**src/rtl/acc_scheduler_if.sv**
```systemverilog
// Request, adder and result signals between the accumulation scheduler and its environment.
// The scheduler is the slave: it accepts channel inputs and drives the shared FP adder.
interface acc_scheduler_if #(
    parameter int unsigned DataWidth    = 32,
    parameter int unsigned Channels     = 4,
    parameter int unsigned ChannelWidth = 2
);
    logic [Channels-1:0]           req_valid;
    logic [Channels*DataWidth-1:0] req_data;
    logic [Channels-1:0]           req_rdy;
    logic [DataWidth-1:0]          add_dataa;
    logic [DataWidth-1:0]          add_datab;
    logic                          issue_valid;
    logic [DataWidth-1:0]          add_result;
    logic                          DataOutValid;
    logic [ChannelWidth-1:0]       DataOutChan;
    logic [DataWidth-1:0]          DataOut;

    modport master (
        output req_valid, req_data, add_result,
        input  req_rdy, add_dataa, add_datab, issue_valid, DataOutValid, DataOutChan, DataOut
    );

    modport slave (
        input  req_valid, req_data, add_result,
        output req_rdy, add_dataa, add_datab, issue_valid, DataOutValid, DataOutChan, DataOut
    );
endinterface

```
**src/rtl/acc_scheduler.sv**
```systemverilog
// Round-robin scheduler sharing one pipelined FP adder across independent accumulation channels.
// Each channel keeps at most one addition in flight; a tag pipeline tracks whose result emerges.
module acc_scheduler #(
    parameter int unsigned DataWidth       = 32,
    parameter int unsigned Channels        = 4,
    parameter int unsigned ChannelWidth    = 2,
    parameter int unsigned Pipeline_Stages = 7,
    parameter int unsigned AccumulateCount = 2,
    parameter int unsigned CountWidth      = 1
) (
    input logic            clk,
    input logic            aclr,
    input logic            sclr,
    acc_scheduler_if.slave bus
);
    localparam logic [ChannelWidth-1:0] LastRst = ChannelWidth'(Channels - 1);
    localparam logic [CountWidth-1:0]   CntLast = CountWidth'(AccumulateCount - 1);

    logic [DataWidth-1:0]       req_word   [Channels];
    logic [DataWidth-1:0]       acc_q      [Channels];
    logic [DataWidth-1:0]       acc_d      [Channels];
    logic [CountWidth-1:0]      cnt_q      [Channels];
    logic [CountWidth-1:0]      cnt_d      [Channels];
    logic [ChannelWidth-1:0]    tag_chan_q [Pipeline_Stages];
    logic [ChannelWidth-1:0]    tag_chan_d [Pipeline_Stages];
    logic [Channels-1:0]        busy_q, busy_d;
    logic [ChannelWidth-1:0]    last_q, last_d;
    logic [Pipeline_Stages-1:0] tag_vld_q, tag_vld_d;
    logic                       dout_valid_q, dout_valid_d;
    logic [ChannelWidth-1:0]    dout_chan_q, dout_chan_d;
    logic [DataWidth-1:0]       dout_q, dout_d;

    logic [Channels-1:0]     eligible;
    logic                    grant_found;
    logic [ChannelWidth-1:0] grant_idx;
    logic [ChannelWidth-1:0] cand;
    logic                    wb_valid;
    logic [ChannelWidth-1:0] wb_chan;
    logic                    wb_last;

    for (genvar i = 0; i < Channels; i++) begin : g_unpack
        assign req_word[i] = bus.req_data[i*DataWidth +: DataWidth];
    end

    // aclr gating keeps req_rdy low while the block is held in reset.
    assign eligible = bus.req_valid & ~busy_q & {Channels{~(sclr | aclr)}};

    always_comb begin
        grant_found = 1'b0;
        grant_idx   = '0;
        cand        = '0;
        for (int unsigned k = 1; k <= Channels; k++) begin
            cand = ChannelWidth'((32'(last_q) + k) % Channels);
            if (!grant_found && eligible[cand]) begin
                grant_found = 1'b1;
                grant_idx   = cand;
            end
        end
    end

    assign wb_valid = tag_vld_q[Pipeline_Stages-1];
    assign wb_chan  = tag_chan_q[Pipeline_Stages-1];
    assign wb_last  = (cnt_q[wb_chan] == CntLast);

    always_comb begin
        acc_d        = acc_q;
        cnt_d        = cnt_q;
        busy_d       = busy_q;
        last_d       = last_q;
        tag_vld_d    = (tag_vld_q << 1) | Pipeline_Stages'(grant_found);
        tag_chan_d   = tag_chan_q;
        dout_valid_d = 1'b0;
        dout_chan_d  = dout_chan_q;
        dout_d       = dout_q;

        tag_chan_d[0] = grant_idx;
        for (int unsigned i = 1; i < Pipeline_Stages; i++) begin
            tag_chan_d[i] = tag_chan_q[i-1];
        end

        if (grant_found) begin
            busy_d[grant_idx] = 1'b1;
            last_d            = grant_idx;
        end

        // The granted channel is never the one writing back, since the latter is still busy.
        if (wb_valid) begin
            busy_d[wb_chan] = 1'b0;
            if (wb_last) begin
                acc_d[wb_chan] = '0;
                cnt_d[wb_chan] = '0;
                dout_valid_d   = 1'b1;
                dout_chan_d    = wb_chan;
                dout_d         = bus.add_result;
            end else begin
                acc_d[wb_chan] = bus.add_result;
                cnt_d[wb_chan] = cnt_q[wb_chan] + CountWidth'(1);
            end
        end

        if (sclr) begin
            for (int unsigned i = 0; i < Channels; i++) begin
                acc_d[i] = '0;
                cnt_d[i] = '0;
            end
            busy_d       = '0;
            last_d       = LastRst;
            tag_vld_d    = '0;
            dout_valid_d = 1'b0;
        end
    end

    always_ff @(posedge clk or posedge aclr) begin
        if (aclr) begin
            for (int unsigned i = 0; i < Channels; i++) begin
                acc_q[i] <= '0;
                cnt_q[i] <= '0;
            end
            for (int unsigned i = 0; i < Pipeline_Stages; i++) begin
                tag_chan_q[i] <= '0;
            end
            busy_q       <= '0;
            last_q       <= LastRst;
            tag_vld_q    <= '0;
            dout_valid_q <= 1'b0;
            dout_chan_q  <= '0;
            dout_q       <= '0;
        end else begin
            acc_q        <= acc_d;
            cnt_q        <= cnt_d;
            tag_chan_q   <= tag_chan_d;
            busy_q       <= busy_d;
            last_q       <= last_d;
            tag_vld_q    <= tag_vld_d;
            dout_valid_q <= dout_valid_d;
            dout_chan_q  <= dout_chan_d;
            dout_q       <= dout_d;
        end
    end

    assign bus.req_rdy      = grant_found ? (Channels'(1) << grant_idx) : '0;
    assign bus.issue_valid  = grant_found;
    assign bus.add_dataa    = req_word[grant_idx];
    assign bus.add_datab    = acc_q[grant_idx];
    assign bus.DataOutValid = dout_valid_q;
    assign bus.DataOutChan  = dout_chan_q;
    assign bus.DataOut      = dout_q;
endmodule

```
**src/flat_wrapper.sv**
```systemverilog
// flat-port wrapper written by rule: the top's interface ports become plain ports
module acc_scheduler_flat 
#(
    parameter int unsigned DataWidth       = 32,
    parameter int unsigned Channels        = 4,
    parameter int unsigned ChannelWidth    = 2,
    parameter int unsigned Pipeline_Stages = 7,
    parameter int unsigned AccumulateCount = 2,
    parameter int unsigned CountWidth      = 1
)
  (clk, aclr, sclr, bus_req_valid, bus_req_data, bus_add_result, bus_req_rdy, bus_add_dataa, bus_add_datab, bus_issue_valid, bus_DataOutValid, bus_DataOutChan, bus_DataOut);
  acc_scheduler_if #(.DataWidth(DataWidth), .Channels(Channels), .ChannelWidth(ChannelWidth)) bus_i ();
  input logic clk;
  input logic aclr;
  input logic sclr;
  input wire logic [$bits(bus_i.req_valid)-1:0] bus_req_valid;
  input wire logic [$bits(bus_i.req_data)-1:0] bus_req_data;
  input wire logic [$bits(bus_i.add_result)-1:0] bus_add_result;
  output wire logic [$bits(bus_i.req_rdy)-1:0] bus_req_rdy;
  output wire logic [$bits(bus_i.add_dataa)-1:0] bus_add_dataa;
  output wire logic [$bits(bus_i.add_datab)-1:0] bus_add_datab;
  output wire logic [$bits(bus_i.issue_valid)-1:0] bus_issue_valid;
  output wire logic [$bits(bus_i.DataOutValid)-1:0] bus_DataOutValid;
  output wire logic [$bits(bus_i.DataOutChan)-1:0] bus_DataOutChan;
  output wire logic [$bits(bus_i.DataOut)-1:0] bus_DataOut;
  assign bus_i.req_valid = bus_req_valid;
  assign bus_i.req_data = bus_req_data;
  assign bus_i.add_result = bus_add_result;
  assign bus_req_rdy = bus_i.req_rdy;
  assign bus_add_dataa = bus_i.add_dataa;
  assign bus_add_datab = bus_i.add_datab;
  assign bus_issue_valid = bus_i.issue_valid;
  assign bus_DataOutValid = bus_i.DataOutValid;
  assign bus_DataOutChan = bus_i.DataOutChan;
  assign bus_DataOut = bus_i.DataOut;
  acc_scheduler #(.DataWidth(DataWidth), .Channels(Channels), .ChannelWidth(ChannelWidth), .Pipeline_Stages(Pipeline_Stages), .AccumulateCount(AccumulateCount), .CountWidth(CountWidth)) u_core (.clk(clk), .aclr(aclr), .sclr(sclr), .bus(bus_i));
endmodule
```
**config.mk**
```make
export PLATFORM = sky130hd
export DESIGN_NAME = acc_scheduler_flat
export DESIGN_NICKNAME = d
export VERILOG_FILES = /design/src/rtl/acc_scheduler_if.sv /design/src/rtl/acc_scheduler.sv /design/src/flat_wrapper.sv
export SDC_FILE = /design/constraint.sdc
export NUM_CORES = 1
export LEC_CHECK = 0
export BUFFER_PORTS_ARGS = -buffer_cell sky130_fd_sc_hd__buf_2
export CAP_MARGIN = 30
export CORE_MARGIN = 2
export CORE_UTILIZATION = 48
export CTS_BUF_LIST = sky130_fd_sc_hd__clkbuf_8
export DETAILED_ROUTE_END_ITERATION = 6
export PLACE_DENSITY = 0.89
export SYNTH_ARGS = -nofsm -noshare
export SYNTH_HDL_FRONTEND = slang
export SYNTH_SLANG_ARGS = --single-unit
```
**constraint.sdc**
```tcl
create_clock -name clk -period 5 [get_ports clk]
set_input_delay 0 -clock clk [delete_from_list [all_inputs] [get_ports clk]]
set_output_delay 0 -clock clk [all_outputs]
set_load 0.01 [all_outputs]
```
==> flow_summary.json, run 1 <==
{
  "status": "complete, no violations",
  "rows": 49,
  "relSlewSlack": 0.262,
  "start_kind": "primary input",
  "clkSinkCount": 194,
  "min_path_type": "in -> reg",
  "via_per_inst": 5.93,
  "yosys_register_bits": 194,
  "power_density_nw_per_um2": 306,
  "clockRootBuffer": "clkbuf_8",
  "synth.area.top_cells": "dfrtp_1 54%, a22o_1 13%, a21oi_1 7.4%",
  "use_met2": 0.446,
  "path_max_fanout": 66,
  "routedWlPerCell_um": 19.4,
  "cts_setup_buffers": 0,
  "io_buffers": 270,
  "clock_path_buffers": 2,
  "initial_utilization": 0.490,
  "yosysTopAreaCellShare": 0.544,
  "required_ns": 5.00,
  "grt_use_total": 0.260,
  "grt_max_degree": 195,
  "fillCellCount": 1418,
  "cts_max_level": 4,
  "syn-num-nets": 980,
  "fin_setup_tns_ns": 0,
  "fin_util": 0.615,
  "clock_latency_ns": 0.47,
  "num-nets-final": 1242,
  "cp-endpoint": "bus_add_dataa[7]",
  "syn_avg_cell_area_sq_um": 10.9,
  "rsz0062_at_grt": "false",
  "layout_commonest_cell": "buf_2",
  "cts_buffers": 17,
  "reg2regPathDepth": 7,
  "r2r_setup_slack_ns": 2.03,
  "grt.busiest_layer": "met2",
  "ir_drop_v": 0.000204,
  "wirelength_um": 25500,
  "io_pins": 271,
  "globalplace.congestion": 0.801,
  "syn2layout_area_growth_pct": 25.4,
  "hold_viol": 0,
  "synth-seq-area-share": 0.550,
  "r2r_start": "u_core.busy_q[0]",
  "netlist_area_sq_um": 8840,
  "first_iter_violations": 598,
  "min_period_ns": 3.73,
  "cts_tree": "done",
  "dieArea_sq_um": 19500,
  "worst_pin_slew_ns": 1.11,
  "crit_path_end_kind": "output pin",
  "setup_viol": 0,
  "r2r_end": "u_core.busy_q[0]",
  "dr_total_vias": 7820,
  "core_area_sq_um": 18000,
  "postRouteAntennaNets": 0,
  "crit_arrival_ns": 3.73,
  "groute.layer.met1.usage": 0.328,
  "netlist_instances": 813,
  "drcViolationCount": 0,
  "die_y_um": 140,
  "yosysWarnings": 0,
  "grt_pass1_vias": 7899,
  "first_pass_iters": 5,
  "post-synth-top-area-cell": "dfrtp_1",
  "drv_slew": 0,
  "p_leak_nw": 5.57,
  "fp.dieW_um": 140,
  "hpwl_um": 15500,
  "clkSlewWorstSetupHoldPaths_ns": 0.10,
  "grt_pass1_wl_um": 40900,
  "synth.distinct_cells": 38,
  "use_met3": 0.0475,
  "layout_common_cells": "270 x buf_2, 192 x dfrtp_1, 131 x nand2_1",
  "fmax_mhz": 268,
  "fin_crit_sh": 0.747,
  "skew_ns": 0.0157,
  "startpoint": "sclr",
  "cap_violations": 0,
  "final_layout_size_suffix_gt1_frac": 0.358,
  "grt_overflow": 0,
  "antenna_found_initial": 2,
  "path_class": "in -> out"
}
## cells in the mapped netlist
cell	count
nor4_1	2
buf_8	2
nand2_1	132
nor2b_1	6
nor2_1	9
nor3_1	4
mux2_2	33
or4b_2	1
buf_1	2
clkinv_4	1
o21ai_0	2
a211o_1	1
o21a_1	4
or4b_1	1
a21oi_2	1
a31oi_1	2
a22oi_2	19
nor4b_1	1
and4_1	1
mux4_2	1
inv_2	1
a21o_1	4
o21ai_2	1
dfstp_2	2
nor4b_2	2
dfrtp_1	192
buf_6	7
a22o_1	128
inv_1	2
a21oi_1	130
a22oi_1	45
nand2b_1	4
and3_1	1
buf_2	15
or3_1	3
clkbuf_1	49
o2bb2a_1	1
nand3b_1	1
## cell type report
type	instances	area [sq um]	share of cell area
inverters	4	26.3	0.00237
well taps	229	287	0.0258
multi-input cells	540	3660	0.331
diodes	2	5.00	0.000452
flip-flops and latches	194	4860	0.438
clock buffers	18	248	0.0224
clock inverters	14	136	0.0123
repair buffers	318	1860	0.168
## per-layer routing
layer	vias up	wire, um
met1	3867	10200
met5	-	0
met3	37	1800
met2	397	12900
met4	0	595
li1	3519	-
## critical path, stage by stage
cell and delay, ns:
dlygate4sd3_1 0.54, buf_2 0.29, nor4b_2 0.55, nand3b_1 0.19
and4_2 0.73, clkinv_4 0.62, a21oi_1 0.45, a22oi_1 0.11
buf_2 0.15
## power by group
group / internal, mW / switching, mW
registers: 1.61 / 0.0241
logic: 0.295 / 0.465
clock network: 0.384 / 0.614
## metrics by stage
stage / setup WS [ns] / hold WS [ns] / instance area [sq um] / total power [mW] / std cells
6_report: 1.27 / 0.194 / 11100 / 3.39 / 1319
5_1_grt: 1.12 / 0.192 / 11100 / 3.55 / 1319
4_1_cts: 1.42 / 0.148 / 11000 / 3.41 / 1315
3_5_place_dp: 1.97 / 0.285 / 10300 / 2.40 / 1249
3_3_place_gp: 2.02 / 0.280 / 10300 / 2.38 / 1248
2_1_floorplan: 2.50 / 0.111 / 8840 / 2.12 / 813
## worst min-delay path by stage
stage	depth (start not counted)	end	slack, ns	from
after floorplan	2	bus_add_dataa[19]	0.11	bus_req_data[19]
after global placement	2	u_core.acc_q[40]	0.28	bus_add_result[8]
after detailed placement	2	u_core.acc_q[83]	0.28	bus_add_result[19]
after CTS	3	u_core.tag_vld_q[0]	0.15	bus_req_valid[0]
after global routing	3	u_core.tag_vld_q[0]	0.19	bus_req_valid[0]
final	3	u_core.tag_vld_q[0]	0.19	bus_req_valid[1]
## what timing repair did
action | 4_1_cts | 5_1_grt
gates resized for setup | 0 | 0
setup endpoints to repair | 0 | 0
hold endpoints to repair | 359 | 0
hold buffers | 34 | 0
## state kept, by name, indices dropped and copies added (netlist names), 4 cells and up
| name | flops |
|---|---|
| u_core.tag_chan_d | 12 |
| u_core.cnt_q | 4 |
| u_core.bus.DataOut | 32 |
| u_core.busy_q | 4 |
| u_core.acc_q | 128 |
| u_core.tag_vld_q | 7 |
## cells by family after synthesis
family,count (synthesis),synth area share
compound gates,338,0.279
flops,194,0.550
simple gates,168,0.0820
buf+inv,79,0.0447
mux,34,0.0446
(Power assumes the default switching activity.)
==> run 2: changes to the inputs <==
CORE_UTILIZATION = 53   (was 48)
PLACE_DENSITY = 0.93   (was 0.89)
clock period = 3.5 ns   (was 5 ns; I/O delays follow)
==> run 2 against run 1 <==
Compared with the run above:
- total power rose by 41%
- sequential share of layout area barely moved
- register-to-register slack got worse by 1.1 ns
- critical path type unchanged
- critical endpoint is now bus_add_dataa[2]
- largest cell class unchanged
- largest power group unchanged
==> flow_summary.json, run 2 (synthesized netlist as in run 1, its figures left out) <==
{
  "grt_pass1_vias": 8057,
  "dr_wl_met3_um": 2000,
  "finalInstanceArea_sq_um": 11100,
  "cap_violations": 0,
  "clock_path_buffers": 2,
  "worst_pin_slew_ns": 1.00,
  "clockRootBuffer": "clkbuf_8",
  "regMostFlops": "u_core.acc_q",
  "rows": 47,
  "min_period_ns": 3.35,
  "clkSlewWorstSetupHoldPaths_ns": 0.09,
  "cts_buffers": 17,
  "dr_total_vias": 7956,
  "die_y_um": 133,
  "grt_max_degree": 131,
  "io_pins": 271,
  "power_density_nw_per_um2": 431,
  "dp_slack_ns": 0.634,
  "cts_tree": "done",
  "initial_utilization": 0.537,
  "core_area_sq_um": 16500,
  "hold_viol": 0,
  "fin_crit_sh": 0.956,
  "num-nets-final": 1245,
  "crit_path_end_kind": "output pin",
  "fmax_mhz": 299,
  "finalPower_mw": 4.79,
  "fin_cells": 1314,
  "grt_pass1_wl_um": 41300,
  "layout_commonest_cell": "buf_2",
  "first_iter_violations": 780,
  "skew_ns": 0.0182,
  "layout_common_cells": "270 x buf_2, 192 x dfrtp_1, 131 x nand2_1",
  "largest_register_ffs": 128,
  "io_buffers": 270,
  "clock_latency_ns": 0.48,
  "grt_use_total": 0.295,
  "rsz0062_at_grt": "false",
  "wirelength_um": 25800,
  "postRouteAntennaNets": 0,
  "path_class": "in -> out",
  "clkSinkCount": 194,
  "syn2layout_area_growth_pct": 25.5,
  "top_layer": "met4",
  "fp.dieW_um": 133,
  "antenna_found_initial": 4,
  "cts_max_level": 4,
  "required_ns": 3.50,
  "min_path_type": "in -> reg",
  "dieArea_sq_um": 17700,
  "place_inst": 1244,
  "crit_arrival_ns": 3.35,
  "ir_drop_v": 0.000265,
  "setup_ws_ns": 0.153,
  "wl_met2_um": 12500,
  "place_area_sq_um": 10400,
  "start_kind": "primary input",
  "drv_slew": 0,
  "status": "complete, no violations",
  "first_pass_iters": 5,
  "drcViolationCount": 0,
  "final_layout_size_suffix_gt1_frac": 0.359,
  "globalplace.congestion": 0.842,
  "routedWlPerCell_um": 19.6,
  "met1_length_um": 10200,
  "hpwl_um": 15800,
  "p_leak_nw": 5.57,
  "grt_overflow": 0,
  "relSlewSlack": 0.331,
  "path_max_fanout": 66,
  "fin_setup_tns_ns": 0,
  "via_per_inst": 6.05,
  "setup_viol": 0
}
run 2: cell count changes in the layout (fill, tap and decap cells not counted):
cell,delta
buf_12,+1
buf_4,+2
clkbuf_8,-1
clkinvlp_4,+3
diode_2,+2
inv_6,-2
inv_8,-1
run 2: area by class of cell:
type                            count  area [sq um]
Inverter                            4          28.8
Fill cell                        1203          5370
Clock buffer                       17           234
Sequential cell                   194          4860
Clock inverter                     14           128
Timing Repair Buffer              321          1900
Tap cell                          220           275
Antenna cell                        4          10.0
Multi-Input combinational cell    540          3660
run 2: routing by layer:
metal  up-vias  track usage
li1       3543            -
met1      3890        0.367
met2       441        0.487
met3        82       0.0674
met4         0        0.150
met5         -            0
run 2: critical path, cell delays in order:
cell and delay [ns]:
dlygate4sd3_1 0.53, buf_2 0.28, or4b_1 0.67, or3_1 0.33
and4_2 0.43, inv_8 0.40, a21oi_1 0.13, a22oi_1 0.33
buf_2 0.20
run 2: metrics by stage:
stage | hold slack, ns | util
after floorplan | 0.111 | -
after global placement | 0.280 | 0.627
after detailed placement | 0.282 | 0.629
after CTS | 0.129 | 0.671
after global routing | 0.162 | 0.674
final | 0.141 | 0.674
run 2: repair_timing:
action | CTS | global route
endpoints found under the hold margin | 198 | 0
buffers inserted | 0 | 0
setup endpoints to repair | 0 | 50
hold buffers | 34 | 0
gates resized for setup | 0 | 2
run 2: worst paths after layout:
kind                                        from                   endpoint  slack [ns]  cells after the start
setup reg to reg                u_core.busy_q[1]           u_core.busy_q[2]        0.90                      6
hold / removal                  bus_req_valid[0]        u_core.tag_vld_q[0]        0.14                      3
min in group asynchronous                   aclr  u_core.bus.DataOutChan[0]        0.34                      3
setup / recovery                            sclr           bus_add_dataa[2]        0.15                      9
max in group asynchronous                   aclr           u_core.acc_q[93]        2.20                      4
hold reg to reg            u_core.tag_chan_d[11]       u_core.tag_chan_d[9]        0.36                      0
run 2: where the power goes:
group	total (mW)	internal [mW]	switching [mW]
Sequential	2.34	2.30	0.0378
Combinational	1.10	0.429	0.672
Clock	1.35	0.509	0.840
